`src/rtl/imem_loader_if.sv`:
```
// rtl/imem_loader_if.sv - host/IMEM signal bundle for the program loader
// The csum member exists only when IMEM_LOADER_CSUM_EN is defined.
interface imem_loader_if #(
  parameter int LEN_W = 11
);
  logic             start;
  logic [LEN_W-1:0] len_words;
  logic             byte_valid;
  logic [7:0]       byte_data;
  logic             byte_ready;
  logic             mem_we;
  logic [31:0]      mem_addr;
  logic [31:0]      mem_wdata;
  logic             busy;
  logic             done;
  logic             err;
`ifdef IMEM_LOADER_CSUM_EN
  logic [31:0]      csum;

  modport master (
    output start, len_words, byte_valid, byte_data,
    input  byte_ready, mem_we, mem_addr, mem_wdata, busy, done, err, csum
  );
  modport slave (
    input  start, len_words, byte_valid, byte_data,
    output byte_ready, mem_we, mem_addr, mem_wdata, busy, done, err, csum
  );
`else
  modport master (
    output start, len_words, byte_valid, byte_data,
    input  byte_ready, mem_we, mem_addr, mem_wdata, busy, done, err
  );
  modport slave (
    input  start, len_words, byte_valid, byte_data,
    output byte_ready, mem_we, mem_addr, mem_wdata, busy, done, err
  );
`endif
endinterface

```
`src/rtl/imem_loader.sv`:
```
// rtl/imem_loader.sv - byte stream to IMEM word writer (optional IMEM_LOADER_CSUM_EN checksum)
// Bytes are packed little-endian; each full word is written once at consecutive addresses.
module imem_loader #(
  parameter int          DEPTH     = 1024,
  parameter logic [31:0] BASE_ADDR = 32'h0000_0000,
  parameter int          LEN_W     = 11
) (
  input logic          clk,
  input logic          rst,
  imem_loader_if.slave bus
);
  typedef enum logic [1:0] {IDLE, RECV, WRITE, DONE} state_t;

  localparam logic [LEN_W-1:0] DEPTH_L = LEN_W'(DEPTH);

  state_t           state_q, state_d;
  logic [1:0]       lane_q, lane_d;
  logic [LEN_W-1:0] word_idx_q, word_idx_d;
  logic [LEN_W-1:0] len_q, len_d;
  logic [31:0]      wdata_q, wdata_d;
  logic [31:0]      addr_q, addr_d;
  logic             err_q, err_d;
  logic [LEN_W-1:0] idx_inc;
`ifdef IMEM_LOADER_CSUM_EN
  logic [31:0]      csum_q, csum_d;
`endif

  assign idx_inc = word_idx_q + LEN_W'(1);

  always_comb begin
    state_d    = state_q;
    lane_d     = lane_q;
    word_idx_d = word_idx_q;
    len_d      = len_q;
    wdata_d    = wdata_q;
    addr_d     = addr_q;
    err_d      = err_q;
`ifdef IMEM_LOADER_CSUM_EN
    csum_d     = csum_q;
`endif
    case (state_q)
      IDLE: begin
        if (bus.start) begin
          if (bus.len_words > DEPTH_L) begin
            err_d = 1'b1;
          end else begin
            len_d      = bus.len_words;
            word_idx_d = '0;
            lane_d     = 2'd0;
            addr_d     = BASE_ADDR;
            err_d      = 1'b0;
`ifdef IMEM_LOADER_CSUM_EN
            csum_d     = 32'd0;
`endif
            state_d    = (bus.len_words == '0) ? DONE : RECV;
          end
        end
      end
      RECV: begin
        if (bus.byte_valid) begin
          wdata_d[8*lane_q +: 8] = bus.byte_data;
          lane_d                 = lane_q + 2'd1;
          if (lane_q == 2'd3) state_d = WRITE;
        end
      end
      WRITE: begin
        word_idx_d = idx_inc;
        // Address tracks the index so it is registered and stable during the write cycle.
        addr_d     = BASE_ADDR + (32'(idx_inc) << 2);
`ifdef IMEM_LOADER_CSUM_EN
        csum_d     = csum_q + wdata_q;
`endif
        state_d    = (idx_inc == len_q) ? DONE : RECV;
      end
      DONE: begin
        state_d = IDLE;
      end
      default: state_d = IDLE;
    endcase
  end

  always_ff @(posedge clk or posedge rst) begin
    if (rst) begin
      state_q    <= IDLE;
      lane_q     <= 2'd0;
      word_idx_q <= '0;
      len_q      <= '0;
      wdata_q    <= 32'd0;
      addr_q     <= BASE_ADDR;
      err_q      <= 1'b0;
`ifdef IMEM_LOADER_CSUM_EN
      csum_q     <= 32'd0;
`endif
    end else begin
      state_q    <= state_d;
      lane_q     <= lane_d;
      word_idx_q <= word_idx_d;
      len_q      <= len_d;
      wdata_q    <= wdata_d;
      addr_q     <= addr_d;
      err_q      <= err_d;
`ifdef IMEM_LOADER_CSUM_EN
      csum_q     <= csum_d;
`endif
    end
  end

  assign bus.byte_ready = (state_q == RECV);
  assign bus.mem_we     = (state_q == WRITE);
  assign bus.busy       = (state_q == RECV) || (state_q == WRITE);
  assign bus.done       = (state_q == DONE);
  assign bus.mem_addr   = addr_q;
  assign bus.mem_wdata  = wdata_q;
  assign bus.err        = err_q;
`ifdef IMEM_LOADER_CSUM_EN
  assign bus.csum       = csum_q;
`endif
endmodule

```
`src/flat_wrapper.sv`:
```
// flat-port wrapper written by rule: the top's interface ports become plain ports
module imem_loader_flat 
#(
  parameter int          DEPTH     = 1024,
  parameter logic [31:0] BASE_ADDR = 32'h0000_0000,
  parameter int          LEN_W     = 11
)
  (clk, rst, bus_start, bus_len_words, bus_byte_valid, bus_byte_data, bus_byte_ready, bus_mem_we, bus_mem_addr, bus_mem_wdata, bus_busy, bus_done, bus_err);
  imem_loader_if #(.LEN_W(LEN_W)) bus_i ();
  input logic clk;
  input logic rst;
  input wire logic [$bits(bus_i.start)-1:0] bus_start;
  input wire logic [$bits(bus_i.len_words)-1:0] bus_len_words;
  input wire logic [$bits(bus_i.byte_valid)-1:0] bus_byte_valid;
  input wire logic [$bits(bus_i.byte_data)-1:0] bus_byte_data;
  output wire logic [$bits(bus_i.byte_ready)-1:0] bus_byte_ready;
  output wire logic [$bits(bus_i.mem_we)-1:0] bus_mem_we;
  output wire logic [$bits(bus_i.mem_addr)-1:0] bus_mem_addr;
  output wire logic [$bits(bus_i.mem_wdata)-1:0] bus_mem_wdata;
  output wire logic [$bits(bus_i.busy)-1:0] bus_busy;
  output wire logic [$bits(bus_i.done)-1:0] bus_done;
  output wire logic [$bits(bus_i.err)-1:0] bus_err;
  assign bus_i.start = bus_start;
  assign bus_i.len_words = bus_len_words;
  assign bus_i.byte_valid = bus_byte_valid;
  assign bus_i.byte_data = bus_byte_data;
  assign bus_byte_ready = bus_i.byte_ready;
  assign bus_mem_we = bus_i.mem_we;
  assign bus_mem_addr = bus_i.mem_addr;
  assign bus_mem_wdata = bus_i.mem_wdata;
  assign bus_busy = bus_i.busy;
  assign bus_done = bus_i.done;
  assign bus_err = bus_i.err;
  imem_loader #(.DEPTH(DEPTH), .BASE_ADDR(BASE_ADDR), .LEN_W(LEN_W)) u_core (.clk(clk), .rst(rst), .bus(bus_i));
endmodule
```
`config.mk`:
```
export PLATFORM = sky130hd
export DESIGN_NAME = imem_loader_flat
export DESIGN_NICKNAME = d
export VERILOG_FILES = /design/src/rtl/imem_loader_if.sv /design/src/rtl/imem_loader.sv /design/src/flat_wrapper.sv
export SDC_FILE = /design/constraint.sdc
export NUM_CORES = 1
export LEC_CHECK = 0
export ABC_AREA = 1
export CAP_MARGIN = 20
export CORE_MARGIN = 2
export CORE_UTILIZATION = 46
export DETAILED_ROUTE_END_ITERATION = 16
export PLACE_DENSITY = 0.84
export SYNTH_ARGS = -nofsm -noshare
export SYNTH_HDL_FRONTEND = slang
export SYNTH_SLANG_ARGS = --single-unit
```
`constraint.sdc`:
```
create_clock -name clk -period 2.59 [get_ports clk]
set_clock_uncertainty 0.2 [all_clocks]
set_input_delay 0.3885 -clock clk [delete_from_list [all_inputs] [get_ports clk]]
set_output_delay 0.3885 -clock clk [all_outputs]
set_load 0.1 [all_outputs]
```
==> reports/results.txt <==
Slew Viols, Final: 0
DR iter-0 viols: 167
die area: 7780 µm²
Clock Tree Buf Depth: 2
Setup crit start kind: flip-flop
die span in x: 88.2 µm
count of different cell masters after synthesis: 27
setup bufs post-CTS: 0
area grow syn2layout: 25.9%
worst-path cell chain: inv_1 -> ha_1 -> nor3_1 -> nand3_1 -> nand2_1
# rows: 30
DRC: 0
status: completed
CP max stage delay: 0.66 ns
post-synthesis cell area: 3260 µm²
Yosys Warn Count: 0
layout cell share with drive strength beyond 1: 19.1%
most frequent cells in the layout: 80 x nand2_1, 60 x o21ai_0, 59 x dfrtp_1
Clock Latency Late Sink: 0.35 ns
CTS tree: yes
Setup Viol. Count Final: 0
Arr. time, crit path: 2.49 ns
Pwr per Cell Area: 1070 nW/µm²
period utilisation layout: 92.9%
internal power: 2080 µW
post-DR wirelength/cell: 13.9 µm
P_leak: 0.00208 µW
Final WS setup: 0.184 ns
Max-Cap Viols: 0
Vias/cell: 5.14
R2R depth: 5
Max H-tree Level: 3
GR Overflow Total: 0
vias in the first global route: 2982
commonest non-fill, non-tap cell in the layout: nand2_1
Comb power frac: 51.1%
Place WS: 0.235 ns
HPWL after detailed placement: 6.21 mm
Final TNS setup: 0 ns
crit path capture type: flip-flop
Core Util, Final: 60.1%
initial antenna violation count: 0
core footprint: 6830 µm²
net load switching power: 2300 µW
Initial Util: 47.7%
peak supply drop: 0.872 mV
Worst Tran Pin Value: 0.771 ns
Port Buffers: 70
reg-to-reg setup timing slack: 0.18 ns
slowest CP cell: nor3_1
CTS root buffer: clkbuf_8
Worst Path Required: 2.68 ns
drt total wl: 8.16 mm
global placement routability congestion: 0.813
Clk network pwr share: 19.5%
worst rel slew slack: 48.2%
reg2reg end: u_core.bus.mem_wdata[4]
DR vias: 3028
register share of total power: 29.4%
FMAX: 416 MHz
Final Hold Fails: 0
placed cells: 573
clk sinks: 59
post-synthesis cell count: 410
Final nets: 522
Die H: 88.2 µm
Post-CTS Resized: 0
reg2reg start: u_core.lane_q[0]
drt first pass iters: 4
WS Path Type: flip-flop to flip-flop
Seq/Total Area, Yosys: 45.3%
Final Critical Period: 2.41 ns
Net Sw Frac: 52.5%
Hold Buf Count CTS: 0
CP Max Fanout: 14
first-pass GRT wire length: 13.5 mm
Yosys reg bits: 59
Top Ports: 92
Non-Filler Instances: 589
ANT nets after route: 0
Num CTS Buffers: 9
clk slew on worst S/H paths: 0.07 ns
RSZ-0062 raised after global routing: false
Worst Hold Class: input pin to asynchronous set/reset pin
GRT Overall Usage: 22.4%
Synth Area per Inst: 7.95 µm²
largest net degree at the start of global routing: 32
antenna cells: 0
[per-stage QoR]
stage	total power, µW	instance area (µm²)	hold WS [ns]
3_3_place_gp	3480	3900	0.291
3_5_place_dp	3530	3900	0.290
4_1_cts	4390	4110	0.0210
2_1_floorplan	3050	3340	0.275
6_report	4380	4110	0.0259
5_1_grt	4630	4110	0.0517
[flip-flops by register name, indices dropped and copies added, names as in the netlist]
signal	count
u_core.bus.err	1
u_core.bus.mem_addr	11
u_core.bus.mem_wdata	32
u_core.lane_q	2
u_core.len_q	11
u_core.state_q	2
[logic make-up after synthesis]
family | share of synthesized area (%)
adders and majority gates | 4.22
DFF | 45.3
muxes | 0.460
and+or+nand+nor | 25.2
other | 0.115
AOI/OAI and AO/OA | 12.8
buffers and inverters | 11.9
[per-layer routing]
layer	global-route usage, %	vias to the layer above	routed length, µm
met4	10.5	0	193
li1	-	1453	-
met1	28.5	1442	3400
met2	37.3	116	4090
met3	3.86	17	477
met5	0	-	0
[cell type report]
cell class	count	area, µm²
clock inverters	7	77.6
repair buffers	77	646
multi-input cells	291	1470
fillers	624	2730
well taps	96	120
flip-flops and latches	59	1480
clock buffers	9	124
inverters	50	189
[worst max-delay path by stage]
stage	start	endpoint	slack, ns
floorplan	u_core.state_q[1]	u_core.bus.mem_wdata[0]	0.12
global placement	u_core.lane_q[0]	u_core.bus.mem_wdata[6]	0.31
detailed placement	bus_len_words[8]	u_core.bus.mem_addr[3]	0.24
CTS	u_core.lane_q[0]	u_core.bus.mem_wdata[6]	0.21
global route	u_core.lane_q[0]	u_core.bus.mem_wdata[6]	0.01
finish	u_core.lane_q[0]	u_core.bus.mem_wdata[4]	0.18
[worst max-delay path: cells and delay by family, from the launching register on]
family                     cells  cell delay, ns
adders and majority gates      1            0.38
and+or+nand+nor                3            0.93
buffers and inverters          1            0.20
DFF                            1            0.63
[power groups by stage]
stage,logic (µW),registers [µW],clock network [µW]
finish,2240,1290,855
global route,2410,1320,906
CTS,2250,1280,862
detailed placement,2240,1300,0
global placement,2190,1290,0
floorplan,1150,1900,0
[synth_stat cells]
library cell / n / share of area (%)
nand2_1: 80 / 9.2
o21ai_0: 60 / 9.2
dfrtp_1: 59 / 45
inv_1: 48 / 5.5
nand3_1: 39 / 6.0
nor2_1: 28 / 3.2
buf_4: 22 / 5.1
ha_1: 11 / 4.2
a21oi_1: 10 / 1.5
nand4_1: 9 / 1.7
o21ai_1: 7 / 1.1
clkbuf_1: 6 / 0.69
nand3_2: 6 / 1.8
nand2_2: 5 / 0.96
nor2_2: 3 / 0.58
nor2_4: 3 / 1.0
nor3_1: 2 / 0.31
o21bai_1: 2 / 0.46
or2_2: 2 / 0.38
a22o_1: 1 / 0.27
buf_2: 1 / 0.15
clkbuf_2: 1 / 0.15
clkinv_2: 1 / 0.15
conb_1: 1 / 0.12
inv_2: 1 / 0.12
mux2_4: 1 / 0.46
o32ai_1: 1 / 0.27
(Power assumes the default switching activity.)
